File: src/rtl/expr_eval.sv
// rtl/expr_eval.sv - streaming evaluator for digit((+|*)digit)* ASCII expressions
// Keeps a running sum of completed terms plus the term under construction.
module expr_eval #(
   parameter int W = 16
) (
   input  logic         clk,
   input  logic         clr,
   input  logic         in_valid,
   input  logic [7:0]   in,
   output logic         ok,
   output logic         err,
   output logic [W-1:0] result,
   output logic         ovf
);

   typedef enum logic [1:0] {INIT, NUM, OP, ERR} state_t;

   state_t       state, state_nxt;
   logic [W-1:0] sum, sum_nxt;
   logic [W-1:0] term, term_nxt;
   logic         mul_pend, mul_pend_nxt;
   logic         ovf_nxt;

   logic         is_digit;
   logic         is_op;
   logic [3:0]   d;
   logic [W+3:0] prod;
   logic [W:0]   add;

   assign is_digit = (in >= 8'h30) && (in <= 8'h39);
   assign is_op    = (in == 8'h2b) || (in == 8'h2a);
   // ASCII '0'..'9' are 0x30..0x39, so the low nibble is the digit value
   assign d        = in[3:0];
   assign prod     = {4'b0, term} * {{W{1'b0}}, d};
   assign add      = {1'b0, sum} + {1'b0, term};

   always_ff @(posedge clk or posedge clr) begin
      if (clr) begin
         state    <= INIT;
         sum      <= '0;
         term     <= '0;
         mul_pend <= 1'b0;
         ovf      <= 1'b0;
      end else if (in_valid) begin
         state    <= state_nxt;
         sum      <= sum_nxt;
         term     <= term_nxt;
         mul_pend <= mul_pend_nxt;
         ovf      <= ovf_nxt;
      end
   end

   always_comb begin
      state_nxt    = state;
      sum_nxt      = sum;
      term_nxt     = term;
      mul_pend_nxt = mul_pend;
      ovf_nxt      = ovf;
      case (state)
         INIT: begin
            if (is_digit) begin
               state_nxt = NUM;
               sum_nxt   = '0;
               term_nxt  = W'(d);
            end else begin
               state_nxt = ERR;
            end
         end
         NUM: begin
            if (is_op) begin
               state_nxt    = OP;
               mul_pend_nxt = (in == 8'h2a);
            end else begin
               state_nxt = ERR;
            end
         end
         OP: begin
            if (is_digit) begin
               state_nxt = NUM;
               // '*' extends the current term; '+' retires it into the sum
               if (mul_pend) begin
                  term_nxt = prod[W-1:0];
                  ovf_nxt  = ovf | (|prod[W+3:W]);
               end else begin
                  sum_nxt  = add[W-1:0];
                  term_nxt = W'(d);
                  ovf_nxt  = ovf | add[W];
               end
            end else begin
               state_nxt = ERR;
            end
         end
         ERR: ;
         default: state_nxt = ERR;
      endcase
   end

   assign ok     = (state == NUM);
   assign err    = (state == ERR);
   assign result = ok ? (sum + term) : '0;

endmodule

File: config.mk
export PLATFORM = sky130hd
export DESIGN_NAME = expr_eval
export DESIGN_NICKNAME = d
export VERILOG_FILES = /design/src/rtl/expr_eval.sv
export SDC_FILE = /design/constraint.sdc
export NUM_CORES = 1
export LEC_CHECK = 0
export CAP_MARGIN = 20
export CELL_PAD_IN_SITES_DETAIL_PLACEMENT = 1
export CELL_PAD_IN_SITES_GLOBAL_PLACEMENT = 1
export CORE_UTILIZATION = 50
export DETAILED_ROUTE_END_ITERATION = 6
export MAX_ROUTING_LAYER = met4
export PLACE_DENSITY = 0.91
export SETUP_SLACK_MARGIN = 0.15
export SLEW_MARGIN = 20
export SYNTH_ARGS = -nofsm -noshare
export SYNTH_HDL_FRONTEND = slang
export SYNTH_SLANG_ARGS = --single-unit
export TNS_END_PERCENT = 5
File: constraint.sdc
create_clock -name clk -period 7.76 [get_ports clk]
set_input_delay 1.552 -clock clk [delete_from_list [all_inputs] [get_ports clk]]
set_output_delay 1.552 -clock clk [all_outputs]
set_load 0.01 [all_outputs]
-- After elaboration in Yosys (flattened, before gate mapping)
Cells that the tools add are included.
- bits in registers: 36
- input bits: 11
- output and inout bits: 19
- logic and storage cells: 45
- add/subtract/negate cells: 2
- multiply operators: 1
- $lt $le $gt $ge: 2
- equal/unequal tests: 8
- muxes and demuxes: 13
- bitwise gates (word level): 2
- reduce and logical (&&, ||, !) cells: 12
- operators with widths (operator ; number):
    $mux W16 ; 7
    $pmux W16 S2 ; 2
    $mul A16 B4 Y20 ; 1
    $add A16 B16 Y17 ; 1
    $add A16 B16 Y16 ; 1
    $eq A8 B6 Y1 const B ; 2
    $ge A8 B6 Y1 const B ; 1
    $le A8 B6 Y1 const B ; 1
    $ne A2 B2 Y1 const B ; 3
    $reduce_and A3 Y1 ; 2
    $reduce_and A5 Y1 ; 1
    $eq A2 B2 Y1 const B ; 2
    $pmux W2 S2 ; 1
    $reduce_and A4 Y1 ; 1
    $reduce_bool A2 Y1 ; 2
    $reduce_or A4 Y1 ; 1
    $eq A2 B1 Y1 const B ; 1
    $logic_not A2 Y1 ; 1
    $mux W1 ; 2
    $mux W2 ; 1
    $or A1 B1 Y1 ; 2
    $reduce_and A2 Y1 ; 1
    $reduce_or A2 Y1 ; 1
    $logic_and A1 B1 Y1 ; 1
    $logic_or A1 B1 Y1 ; 1

-- Logic depth before layout (Yosys ltp)
Gate-level depths: netlist (run 1).
- word-level depth: 4
- mapped depth: 14
- mapped depth without buffers: 13

-- Least setup slack after synthesis (run 1)
No wires, ideal clock.
- path kind: input-to-reg
- start point: input port in[3]
- end point: register ovf
- setup time: 140 ps
- data arrival time: 4578 ps
- required time: 7620 ps
- slack: 3042 ps
- cell stages on the path: 14
- buffers on the path: 1
- path through: clkbuf_1 -> and2_1 -> fa_1 -> inv_1 -> fa_1 -> inv_1 -> ha_1 -> and3_1 -> and4_1 -> a2111oi_0 -> o21ai_1 -> a211oi_1 -> a2111o_1 -> o2111ai_1
- longest elaborated chain between the ends: 4
- elaborated cells on any way between the ends: 8
- classes of those cells: 1 x mul; 2 x order compare; 1 x mux; 1 x bitwise; 3 x reduce/logical
- RTL lines (element ; RTL line ; source):
    start: declaration ; 9 ; input logic [7:0] in,
    $mul A16 B4 Y20 ; 34 ; assign prod = {4'b0, term} * {{W{1'b0}}, d};
    $reduce_or A4 Y1 ; 83 ; ovf_nxt = ovf | (|prod[W+3:W]);
    $or A1 B1 Y1 ; 83 ;
    $mux W1 ; 81 ; if (mul_pend) begin
    end signal: assignment ; 49 ; ovf <= ovf_nxt;
    end: declaration ; 13 ; output logic ovf
Several ways; a longest one is shown, not always the timed one.
A chain may end at the register's enable or synchronous reset.

-- Worst setup path after layout (run 1)
Same ends and word-level chain as after synthesis.

==> impl_results.md, run 1 <==
- Number of synthesized register bits: 36
- Reg2Reg Depth: 13
- Final slew viol count: 0
- Number of global-route vias before repair: between 4k and 5k
- Syn Inst Count: 481
- Leakage: 2.24 nW
- R2r startpoint: term[8]$_DFFE_PP0P_
- Post-Synth Adder-Cell Area: 0.263
- Worst-Skew Late Latency: approximately 320 ps
- Total wire length: 12400 um
- Startpoint type of the worst setup path: primary input
- CP Class: in2reg
- Hold depth: 2
- Ys Warns: 0
- Setup repair after global routing missed its margin: no
- Grt ovf: 0
- CTS Hold Buffers Added: 0
- Crit end category: flop
- DRC errors left: 0
- Mux share of post-synthesis cell area: 0.00487
- First-pass GRT wire length: roughly 21000 um
- Placed Cells: 600
- Commonest non-fill, non-tap cell in the layout: inv_1
- Post-DP HPWL: a little over 9000 um
- Yosys cell types: 52
- Ports: 30
- Worst VDD drop: 0.0617 mV
- Synth Area in XOR/XNOR: 0.0511
- Hold crit path type: reg2reg
- Routed via count: 3685
- Simple-gate share of the synthesized area: 0.203
- Asr flop ratio synth: 1.00
- WHS Endpoint: sum[9]$_DFFE_PP0P_
- Critical path peak fanout: 19
- Worst r2r dst: ovf$_DFFE_PP0P_
- GPL Wtd Cong: 0.864
- Setup TNS: 0 ps
- Die extent in x: 92.7 um
- Compound-Gate Fraction of Synth Area: 0.194
- Postcts setup bufs: 0
- Hold_sp: sum[9]$_DFFE_PP0P_
- Starting DRC count in detailed routing: 159
- Final #Nets: approximately 590
- Largest net degree at the start of global routing: 37
- Clk sinks: 36
- Row cnt: 32
- Initial antenna violation count: 0
- # resized after CTS: 0
- Seq/Total Area, Yosys: 0.219
- Largest family of logic cells by synthesized area: adder cells
- Post-route antenna net violation count: 0
- Layout cells sized above 1: 0.0375
- Area growth syn-to-layout: 11.8%
- Clk buf depth: 2
- EDFF count, synth: 0
- First-pass iteration count of the detailed router: 4
- Synth Cell Area: 4110 um^2
- CTS root buffer: clkbuf_8
- R2r setup slk: 3770 ps
- Final Non-Filler Cells: between 600 and 700
- Port-buffer cells: 29
- Vias per inst: ~6.1
- Synthesized Nets: 561
- Slew margin rel.: 0.513
- Reg clk slew, reported paths: 90 ps
- Drt wl/cell: 20.4 um
- Post-route minimum period: 5620 ps
- Period utilisation layout: 0.724
- Pwr Density: 86.3 nW/um^2
- Starting Density: 0.524
- Max cap viols: 0
- CTS Buf Count: 5
- Arr. time, crit path: 5790 ps
- GRT Util Overall: 0.328
- Depth of the CTS H-tree: 2
- CTS tree: yes
- # diodes: 0
- Tightest Pin Transition: 729 ps
- Status: completed
- Post-Route Skew: 4.12 ps
- Core Area: 7850 um^2
- Mapped Avg Cell Area: 8.55 um^2
- Max Clk Rate: 178 MHz
- Dominant synthesized flop cell: dfrtp_1
- Final hold vios: 0
- Die Y: roughly 90 um
- WP data required: between 7000 and 8000 ps
- Most frequent cells in the layout: inv_1 (57), nand2_1 (56), and2_1 (53)
- Total die area: 8590 um^2
- Final Setup Violations: 0
-- cells in the mapped netlist (5+ instances only) --
cell      instances  area [um^2]
a21o_1           10         75.1
a21oi_1          13         65.1
a22o_1           11         96.3
a31oi_1           5         31.3
and2_1           53          332
clkbuf_1         11         41.3
dfrtp_1          36          901
fa_1             29          581
ha_1             40          500
inv_1            57          214
nand2_1          56          210
nand2b_1          5         31.3
nor2_1           23         86.3
nor3_1            6         30.0
o21a_1            6         45.0
o21ai_0          18         90.1
o21ai_1          16         80.1
o31ai_1           9         67.6
xnor2_1          13          114
xor2_1           11         96.3
-- worst max-delay path by stage --
stage / from / to / slack [ps] / cells after the start
6_report: in[3] / ovf$_DFFE_PP0P_ / 2140 / 14
5_1_grt: in[3] / ovf$_DFFE_PP0P_ / 1870 / 14
4_1_cts: in[2] / ovf$_DFFE_PP0P_ / 2220 / 14
3_5_place_dp: in[3] / ovf$_DFFE_PP0P_ / 1920 / 14
3_3_place_gp: in[3] / ovf$_DFFE_PP0P_ / 2220 / 14
2_1_floorplan: in[3] / ovf$_DFFE_PP0P_ / 3040 / 14
-- logic make-up after synthesis --
logic type | count (synthesis)
xor+xnor | 24
mux | 2
fa+ha+maj | 69
flops | 36
simple gates | 163
buf+inv | 71
compound gates | 116
-- final cells by class --
type / count / area (um^2)
Inverter: 58 / 218
Timing Repair Buffer: 30 / 298
Fill cell: 939 / 3250
Sequential cell: 36 / 901
Clock inverter: 3 / 42.5
Tap cell: 102 / 128
Multi-Input combinational cell: 374 / 2940
Clock buffer: 5 / 68.8
-- per-stage QoR --
stage / area (um^2) / worst slack [ps] / power, W / hold WS [ps] / util
after global placement: 4490 / 2220 / 0.000215 / 489 / 0.572
after detailed placement: 4490 / 1920 / 0.000217 / 502 / 0.572
final: 4600 / 2140 / 0.000397 / 523 / 0.586
after floorplan: 4110 / 3040 / 0.000204 / 462 / -
after CTS: 4600 / 2220 / 0.000399 / 522 / 0.586
after global routing: 4600 / 1870 / 0.000406 / 546 / 0.586
-- metal layers --
layer / vias to the layer above / track usage / wire length, um
met3: 33 / 0.0411 / 532
li1: 1674 / - / -
met1: 1869 / 0.373 / 4920
met5: - / - / 0
met2: 109 / 0.576 / 6570
met4: 0 / 0.149 / 396
-- worst max-delay path, cell delays in order --
cell and delay (ps):
clkdlybuf4s50_1 740, and2_1 340, fa_1 580, inv_1 80, fa_1 540, inv_1 40
ha_1 340, and3_1 240, and4_1 230, a2111oi_0 460, o21ai_1 150, a211oi_1 210
a2111o_1 150, o2111ai_1 120
-- flip-flops by register name (all words and copies together), names as in the netlist --
| name | flops |
|---|---|
| mul_pend | 1 |
| ovf | 1 |
| state | 2 |
| sum | 16 |
| term | 16 |
-- power by group --
group          leakage, nW  switching [W]  internal, W  total (W)
combinational         1.70      0.0000162   0.00000895  0.0000251
clock               0.0541      0.0000882    0.0000953   0.000184
sequential           0.482    0.000000727     0.000188   0.000188
total                 2.24       0.000105     0.000292   0.000397
No activity file was read; power rests on OpenSTA's default activity.
==> inputs of run 2 (changes only) <==
Settings changed: CORE_UTILIZATION 50 to 46, PLACE_DENSITY 0.91 to 0.85.
Clock period 7.76 ns to 5.5 ns, I/O delays scaled along.
==> impl_results.md, run 2 (same netlist as run 1, synthesis figures left out) <==
- Status: completed
- Most frequent cells in the layout: inv_1 (57), nand2_1 (56), and2_1 (53)
- CTS Buf Count: 5
- Post-DP HPWL: 8700 um
- Final Non-Filler Cells: roughly 600
- Total die area: 9330 um^2
- Slowest stage delay, CP: roughly 740 ps
- Pre-CTS WS: approximately 140 ps
- CTS Hold Buffers Added: 0
- WP buf/inv: 3
- Grt ovf: 0
- Slew margin rel.: 0.553
- Max Clk Rate: 196 MHz
- Startpoint type of the worst setup path: primary input
- Period utilisation layout: 0.927
- Post-route antenna net violation count: 0
- Worst-Skew Late Latency: 300 ps
- Hold crit path type: reg2reg
- Final Setup Violations: 0
- GPL Wtd Cong: 0.877
- Reg power frac: 0.529
- Placed Cells: approximately 610
- Crit path max-delay family: adder cells
- Met2 Use GR: 0.510
- Max cap viols: 0
- Clk buf depth: 2
- Starting Density: 0.474
- Depth of the CTS H-tree: 2
- Commonest non-fill, non-tap cell in the layout: inv_1
- Crit-path cells: clkdlybuf4s50_1, and2_1, fa_1, inv_1, fa_1, inv_1, ha_1, and3_1, and4_1, a2111oi_0, o21ai_1, a211oi_1, a2111o_1, o2111ai_1
- Crit-path slowest cell: clkdlybuf4s50_1
- Largest net degree at the start of global routing: 37
- Met3 Track Usage GR: 0.0235
- Leakage: ~2.2 nW
- Die extent in x: about 97 um
- DRC errors left: 0
- First-pass iteration count of the detailed router: 4
- Final WS setup: 400 ps
- Starting DRC count in detailed routing: approximately 170
- Final #Nets: 586
- First-pass GRT wire length: slightly below 20000 um
- Area growth syn-to-layout: 11.7%
- Arr. time, crit path: 5250 ps
- Setup repair after global routing missed its margin: no
- Clk sinks: 36
- Port-buffer cells: 29
- Final slew viol count: 0
- Met1 Usage GRT: 0.341
- WP data required: 5650 ps
- Post-route minimum period: 5100 ps
- Number of global-route vias before repair: 3967
- Final hold vios: 0
- Logic pwr share: 0.067
- Row cnt: 34
- Setup TNS: 0 ps
- Ports: 30
- Crit end category: flop
- # diodes: 0
- Clock power share: 0.404
- Pwr Density: 109 nW/um^2
- CTS tree: yes
- Busiest layer in global routing: met2
- CP Class: in2reg
- Internal power: ~0.00037 W
- Reg clk slew, reported paths: 80 ps
- CTS root buffer: clkbuf_8
- Post-Route Skew: ~14 ps
- Worst VDD drop: 0.0774 mV
- Layout cells sized above 1: 0.0375
- Initial antenna violation count: 0
- Routed via count: between 3k and 4k
- Switch share: 0.269
- Total wire length: 11200 um
- Die Y: 96.6 um
- Core Area: 8680 um^2
- Vias per inst: 5.82
- Drt wl/cell: 18.2 um
- Critical path peak fanout: 19
- Tightest Pin Transition: between 600 and 700 ps
- Psw: 0.000135 W
- GRT Util Overall: 0.285
- Largest regs: sum (16), term (16), state (2)
run 2: final cells by class:
| type | count | area (um^2) |
|---|---|---|
| clock buffers | 6 | 72.6 |
| clock inverters | 2 | 16.3 |
| flip-flops and latches | 36 | 901 |
| fillers | 1066 | 4080 |
| multi-input cells | 374 | 2940 |
| inverters | 58 | 218 |
| well taps | 108 | 135 |
| repair buffers | 31 | 308 |
run 2: worst paths after layout:
kind / start / end / slack, ps / depth (start not counted)
setup / recovery: in[2] / ovf$_DFFE_PP0P_ / 400 / 14
hold / removal: sum[2]$_DFFE_PP0P_ / sum[2]$_DFFE_PP0P_ / 510 / 2
setup reg to reg: term[8]$_DFFE_PP0P_ / ovf$_DFFE_PP0P_ / 1520 / 13
hold reg to reg: sum[2]$_DFFE_PP0P_ / sum[2]$_DFFE_PP0P_ / 510 / 2
max in group asynchronous: clr / term[13]$_DFFE_PP0P_ / 3910 / 3
min in group asynchronous: clr / sum[8]$_DFFE_PP0P_ / 1230 / 3
run 2: through the flow:
step,instance area (um^2),utilization,hold WS (ps),power [W]
finish,4590,0.529,507,0.000503
global route,4590,0.529,534,0.000522
CTS,4590,0.529,509,0.000507
detailed placement,4500,0.519,487,0.000305
global placement,4500,0.519,479,0.000304
floorplan,4110,-,462,0.000288
run 2: timing repair:
item / in CTS / in global routing
buffers inserted: 0 / 0
setup endpoints to repair: 0 / 1
resized for setup: 0 / 1
run 2: power groups by stage:
stage          clock, W  combinational (W)  sequential (W)
6_report       0.000203          0.0000339        0.000266
5_1_grt        0.000217          0.0000390        0.000266
3_5_place_dp          0          0.0000343        0.000271
3_3_place_gp          0          0.0000329        0.000271
2_1_floorplan         0          0.0000172        0.000271
4_1_cts        0.000207          0.0000347        0.000266
run 2: routing by layer:
metal	routed length, um	part of all wire	vias to the layer above
met5	0	0	-
met3	227	0.020	18
met2	5760	0.51	45
met4	191	0.017	0
met1	5020	0.45	1839
li1	-	-	1678
run 2: worst register-to-register path: stages, from the launching register on:
cell and delay [ps]:
dfrtp_1 480, and2_1 220, fa_1 540, inv_1 60
fa_1 560, inv_1 50, ha_1 350, and3_1 250
and4_1 230, a2111oi_0 510, o21ai_1 130, a211oi_1 190
a2111o_1 150, o2111ai_1 110
